$ cat src/rtl/instr_fetch_unit.sv
// Instruction fetch unit: PC generation, credit-limited imem request channel, in-order response
// tagging, and a small output queue feeding the IF/ID register, with stall and redirect handling.
module instr_fetch_unit #(
    parameter int unsigned     XLEN     = 64,
    parameter int unsigned     ILEN     = 32,
    parameter logic [XLEN-1:0] RESET_PC = '0,
    parameter int unsigned     QDEPTH   = 2
) (
    input  logic            clk,
    input  logic            reset,
    output logic            imem_req_valid,
    input  logic            imem_req_ready,
    output logic [XLEN-1:0] imem_req_addr,
    input  logic            imem_resp_valid,
    input  logic [ILEN-1:0] imem_resp_instr,
    input  logic            redirect_valid,
    input  logic [XLEN-1:0] redirect_pc,
    input  logic            stall,
    output logic            out_valid,
    output logic [ILEN-1:0] instr_out,
    output logic [XLEN-1:0] PC_out,
    output logic [XLEN-1:0] PCPlus4_out
);

    localparam int unsigned PTR_W = (QDEPTH > 1) ? $clog2(QDEPTH) : 1;
    localparam int unsigned CNT_W = $clog2(QDEPTH) + 1;
    localparam int unsigned SUM_W = CNT_W + 1;
    localparam logic [ILEN-1:0] NOP = ILEN'(32'h0000_0013);

    logic [XLEN-1:0]  fetch_pc_q, fetch_pc_d;
    logic [CNT_W-1:0] inflight_q, inflight_d;
    logic [CNT_W-1:0] kill_q, kill_d;
    logic [CNT_W-1:0] qcount_q, qcount_d;
    logic [PTR_W-1:0] q_wptr_q, q_wptr_d;
    logic [PTR_W-1:0] q_rptr_q, q_rptr_d;
    logic [PTR_W-1:0] tag_wptr_q, tag_wptr_d;
    logic [PTR_W-1:0] tag_rptr_q, tag_rptr_d;

    logic [ILEN-1:0]  q_instr_q [QDEPTH];
    logic [ILEN-1:0]  q_instr_d [QDEPTH];
    logic [XLEN-1:0]  q_pc_q    [QDEPTH];
    logic [XLEN-1:0]  q_pc_d    [QDEPTH];
    logic [XLEN-1:0]  tag_pc_q  [QDEPTH];
    logic [XLEN-1:0]  tag_pc_d  [QDEPTH];

    logic credit_ok;
    logic accept;
    logic resp_fire;
    logic resp_keep;
    logic pop;
    logic unused_redirect_lsbs;

    assign unused_redirect_lsbs = ^redirect_pc[1:0];

    // Request channel and queue-head outputs; redirect and reset suppress both sides.
    always_comb begin
        credit_ok      = (SUM_W'(inflight_q) + SUM_W'(qcount_q)) < SUM_W'(QDEPTH);
        imem_req_valid = !reset && !redirect_valid && credit_ok;
        imem_req_addr  = fetch_pc_q;
        out_valid      = !reset && !redirect_valid && (qcount_q != '0);
        instr_out      = out_valid ? q_instr_q[q_rptr_q] : NOP;
        PC_out         = out_valid ? q_pc_q[q_rptr_q] : '0;
        PCPlus4_out    = out_valid ? (q_pc_q[q_rptr_q] + XLEN'(4)) : '0;
    end

    always_comb begin
        accept    = imem_req_valid && imem_req_ready;
        resp_fire = imem_resp_valid && (inflight_q != '0);
        resp_keep = resp_fire && (kill_q == '0) && !redirect_valid;
        pop       = out_valid && !stall;

        fetch_pc_d = fetch_pc_q;
        kill_d     = kill_q;
        q_wptr_d   = q_wptr_q;
        q_rptr_d   = q_rptr_q;
        tag_wptr_d = tag_wptr_q;
        tag_rptr_d = tag_rptr_q;
        q_instr_d  = q_instr_q;
        q_pc_d     = q_pc_q;
        tag_pc_d   = tag_pc_q;

        inflight_d = inflight_q + CNT_W'(accept) - CNT_W'(resp_fire);
        qcount_d   = qcount_q + CNT_W'(resp_keep) - CNT_W'(pop);

        if (accept) begin
            tag_pc_d[tag_wptr_q] = fetch_pc_q;
            tag_wptr_d           = tag_wptr_q + PTR_W'(1);
            fetch_pc_d           = fetch_pc_q + XLEN'(4);
        end

        // Every response retires its tag, whether it is kept or killed.
        if (resp_fire) begin
            tag_rptr_d = tag_rptr_q + PTR_W'(1);
            if (kill_q != '0) begin
                kill_d = kill_q - CNT_W'(1);
            end
        end

        if (resp_keep) begin
            q_instr_d[q_wptr_q] = imem_resp_instr;
            q_pc_d[q_wptr_q]    = tag_pc_q[tag_rptr_q];
            q_wptr_d            = q_wptr_q + PTR_W'(1);
        end

        if (pop) begin
            q_rptr_d = q_rptr_q + PTR_W'(1);
        end

        // Redirect: flush queue, retarget PC, kill whatever is still outstanding after this cycle.
        if (redirect_valid) begin
            fetch_pc_d = {redirect_pc[XLEN-1:2], 2'b00};
            qcount_d   = '0;
            q_wptr_d   = '0;
            q_rptr_d   = '0;
            kill_d     = inflight_d;
        end
    end

    always_ff @(posedge clk) begin
        if (reset) begin
            fetch_pc_q <= RESET_PC;
            inflight_q <= '0;
            kill_q     <= '0;
            qcount_q   <= '0;
            q_wptr_q   <= '0;
            q_rptr_q   <= '0;
            tag_wptr_q <= '0;
            tag_rptr_q <= '0;
        end else begin
            fetch_pc_q <= fetch_pc_d;
            inflight_q <= inflight_d;
            kill_q     <= kill_d;
            qcount_q   <= qcount_d;
            q_wptr_q   <= q_wptr_d;
            q_rptr_q   <= q_rptr_d;
            tag_wptr_q <= tag_wptr_d;
            tag_rptr_q <= tag_rptr_d;
        end
    end

    // Payload storage needs no reset: it is only read behind the count/pointers.
    always_ff @(posedge clk) begin
        q_instr_q <= q_instr_d;
        q_pc_q    <= q_pc_d;
        tag_pc_q  <= tag_pc_d;
    end

    a_resp_has_request: assert property (@(posedge clk) disable iff (reset)
        imem_resp_valid |-> (inflight_q != '0));

endmodule

$ cat config.mk
export PLATFORM = sky130hd
export DESIGN_NAME = instr_fetch_unit
export DESIGN_NICKNAME = d
export VERILOG_FILES = /design/src/rtl/instr_fetch_unit.sv
export SDC_FILE = /design/constraint.sdc
export NUM_CORES = 1
export LEC_CHECK = 0
export ABC_AREA = 0
export CAP_MARGIN = 10
export CORE_ASPECT_RATIO = 1.4
export CORE_MARGIN = 3
export CORE_UTILIZATION = 48
export CTS_BUF_LIST = sky130_fd_sc_hd__clkbuf_4 sky130_fd_sc_hd__clkbuf_8 sky130_fd_sc_hd__clkbuf_16
export DETAILED_ROUTE_END_ITERATION = 10
export PLACE_DENSITY_LB_ADDON = 0.15
export SLEW_MARGIN = 20
export SYNTH_ARGS = -nofsm -noshare
export SYNTH_HDL_FRONTEND = slang
export SYNTH_SLANG_ARGS = --single-unit
$ cat constraint.sdc
create_clock -name clk -period 6 [get_ports clk]
set_input_delay 1.2 -clock clk [delete_from_list [all_inputs] [get_ports clk]]
set_output_delay 1.2 -clock clk [all_outputs]
set_load 0.02 [all_outputs]
==> key figures, run 1 <==
Critical path
  • Slowest stage cell, crit path: a2111oi_0
  • Req. time, crit path: around 4.8 ns
  • CP peak stage delay: approximately 0.8 ns
  • Crit-path cells: buf_12 -> nand4_1 -> a2111oi_0 -> nand3_1 -> or4_1 -> o21ai_1 -> nor3b_2 -> clkdlybuf4s50_1
  • Setup crit start kind: flip-flop
  • Setup CP Type: reg -> out
  • FF-to-FF setup slack: ~2.5 ns
  • Cells on worst reg2reg path: 13
  • Worst reg2reg startpoint: qcount_q[0]
  • Crit path max fanout: between 60 and 70
  • Worst Path Arrival: approximately 4.3 ns
  • Worst setup EP type: primary output
  • Reg-to-reg endpoint: kill_q[1]

Route
  • Final WL: between 40 and 50 mm
  • Initial DRC Count: roughly 940
  • Post-DR wirelength/cell: 19.7 um
  • DRC: 0
  • Antenna Violating Nets Remaining: 0
  • DR vias: 13300
  • First-pass DRT Iterations: 5
  • Via/cell ratio: 5.70

Run status
  • Status: finished, final reports clean

Global route
  • Total global-route track usage: between 20% and 30%
  • Largest net degree at the start of global routing: 72
  • Vias in the first global route: between 10000 and 15000
  • First-pass GRT wire length: between 70 and 80 mm
  • Gr ovfl total: 0
  • Initial antenna violation count: 0

Logic synthesis
  • Ys flop type: edfxtp_1
  • Cell Area, Synth: roughly 18000 sq um
  • YS warnings: 0
  • Seq/Total Area, Yosys: between 50% and 60%
  • Synth async-reset ratio: 0%
  • Post-synthesis cell type count: 78
  • Post-synth EDFFs: around 310
  • Synth Instances: roughly 1500
  • Syn_area_per_cell: between 10 and 15 sq um
  • #FFs+latches synth: 384

Final layout
  • Commonest non-fill, non-tap cell in the layout: clkdlybuf4s50_1
  • Non-Filler Instances: 2336
  • Area grow syn2layout: 26.8%
  • # diodes: 0
  • Layout cells sized above 1: under 10%
  • Fin nets: 1951
  • Filler cells: ~3000
  • Commonest non-fill, non-tap cells in the layout: clkdlybuf4s50_1, edfxtp_1, nor2_1

Clock network
  • Postcts setup bufs: 0
  • TritonCTS clock tree: yes
  • Clock Path Buffers: 3
  • Post_cts resized: 0
  • Root buffer cell: clkbuf_16
  • Skew-Pair Late Insertion Delay: about 0.53 ns
  • Htree depth: 2
  • Hold buffers post-CTS: 0
  • Clk sink count: ~380
  • Clock transition at path regs: around 0.060 ns
  • TritonCTS Buffers: 37

Power and ir drop
  • Maximum VDD drop: between 0.00015 and 0.0002 V
  • P_int: about 0.0048 W
  • Clock Power Share: between 30% and 40%
  • Comb pwr share: a little over an eighth
  • Sw Pwr: ~0.0016 W
  • Sw Share: between 20% and 30%
  • Seq pwr share: 51.1%
  • Leak Pwr: between 7 and 8 nW
  • PD cells: between 200 and 300 nW/um^2

Timing
  • Post-route minimum period: around 5.5 ns
  • Final period util: about 92%
  • F_max: approximately 180 MHz
  • RSZ-0062 raised after global routing: no
  • Clock Skews: ~0.012 ns
  • Worst-margin pin slew: approximately 0.96 ns
  • Slew headroom: 35.7%
  • # setup viols final: 0
  • Slew Viols, Final: 0
  • Endpoints failing hold: 0
  • Setup TNS: 0 ns

Floorplanning
  • Initial core utilization: slightly below 50%
  • Die width: approximately 170 um
  • Row count: a little over 80
  • Top Ports: roughly 330
  • Core area: approximately 37000 sq um
  • DIE HEIGHT: 235 um
  • Full die area: roughly 40000 sq um

Worst hold path
  • Hold EP: tag_pc_q[124]
  • WHS Path Cells: 0
  • Hold path start: imem_req_addr[60]
  • Worst Hold Class: reg -> reg

Placed design
  • Placed instance count: 2269
  • PortBufs: roughly 320
  • Hpwl dp: 33.2 mm
  • GP Congestion: 0.865

Job
  • Max cap viols: 0
-- cells in the mapped netlist (all sizes together) (27+ instances only) --
master	count	share of area, %
o21ai	41	1.1
a31oi	27	0.94
nor3	36	1.0
dfxtp	72	8.0
buf	35	1.1
mux2	80	5.0
a21oi	64	1.8
xor2	30	1.5
edfxtp	312	52
nand3	62	1.8
nand2	110	2.3
nor2	197	4.1
nand4	42	1.5
mux2i	89	4.9
clkbuf	53	1.1
-- how the worst max path moves through the flow --
| stage | from | to | slack (ns) | cells past startpoint |
|---|---|---|---|---|
| 2_1_floorplan | reset | tag_pc_q[100] | 0.46 | 8 |
| 3_3_place_gp | redirect_valid | PCPlus4_out[6] | 1.04 | 10 |
| 3_5_place_dp | redirect_valid | PCPlus4_out[6] | 0.99 | 10 |
| 4_1_cts | q_rptr_q | PCPlus4_out[62] | 0.44 | 8 |
| 5_1_grt | q_rptr_q | PCPlus4_out[63] | 0.001 | 8 |
| 6_report | q_rptr_q | PCPlus4_out[62] | 0.46 | 8 |
-- cells by family after synthesis --
logic type	after synthesis	synth area share, %
AOI/OAI and AO/OA	214	7.76
xor gates and xnor gates	56	2.72
adders and majority gates	8	0.596
buffers and inverters	114	2.72
DFF	384	59.9
muxes	169	9.94
other	1	0.0208
and+or+nand+nor	592	16.4
-- layout make-up --
cell class | count | area (sq um) | share of cell area (%)
flip-flops and latches | 384 | 10800 | 47.2
multi-input cells | 1045 | 6810 | 29.7
repair buffers | 347 | 3410 | 14.9
clock buffers | 44 | 978 | 4.27
well taps | 467 | 584 | 2.55
clock inverters | 23 | 200 | 0.875
inverters | 26 | 100 | 0.437
-- metal layers --
layer	up-vias	part of all wire, %	global-route usage (%)
met3	103	6.2	3.65
met2	497	48	36.8
met5	-	0	0
met1	6347	42	29.7
li1	6360	-	-
met4	0	4.0	8.88
-- flip-flops by register name (all words and copies together), names as in the netlist --
| signal | flops |
|---|---|
| tag_pc_q | 124 |
| q_wptr_q | 1 |
| qcount_q | 2 |
| q_rptr_q | 1 |
| q_instr_q | 64 |
| q_pc_q | 124 |
| kill_q | 2 |
| imem_req_addr | 62 |
| inflight_q | 2 |
| tag_rptr_q | 1 |
| tag_wptr_q | 1 |
-- stage by stage --
step	setup WS [ns]	power (W)	cell area, sq um	utilization [%]	hold WS [ns]
after floorplan	0.456	0.00383	18100	-	0.498
after global placement	1.04	0.00414	21700	58.9	0.535
after detailed placement	0.987	0.00417	21700	58.9	0.545
after CTS	0.436	0.00642	22900	62.1	0.553
after global routing	0.00132	0.00663	22900	62.1	0.561
final	0.464	0.00637	22900	62.1	0.553
-- worst max-delay path, delay by kind of cell (launching register included) --
kind	cells	cell delay, ns
buf+inv	2	0.99
simple gates	4	1.05
compound gates	2	0.95
flops	1	0.78
-- power groups by stage --
stage          clock [W]  combinational (W)  sequential [W]
2_1_floorplan          0           0.000547         0.00328
3_3_place_gp           0           0.000846         0.00330
3_5_place_dp           0           0.000858         0.00331
4_1_cts          0.00231           0.000866         0.00325
5_1_grt          0.00242           0.000936         0.00327
6_report         0.00226           0.000859         0.00325
Note: power is estimated with default switching activity, not from simulation.
==> run 2, diff against run 1 <==
--- a/config.mk
+++ b/config.mk
@@ -12,8 +12,9 @@
 export CORE_UTILIZATION = 48
 export CTS_BUF_LIST = sky130_fd_sc_hd__clkbuf_4 sky130_fd_sc_hd__clkbuf_8 sky130_fd_sc_hd__clkbuf_16
 export DETAILED_ROUTE_END_ITERATION = 10
+export HOLD_SLACK_MARGIN = 0.05
 export PLACE_DENSITY_LB_ADDON = 0.15
-export SLEW_MARGIN = 20
+export SLEW_MARGIN = 15
 export SYNTH_ARGS = -nofsm -noshare
 export SYNTH_HDL_FRONTEND = slang
 export SYNTH_SLANG_ARGS = --single-unit
==> results of run 2 <==
No change in the layout: final DEF, timing and power equal those of run 1.
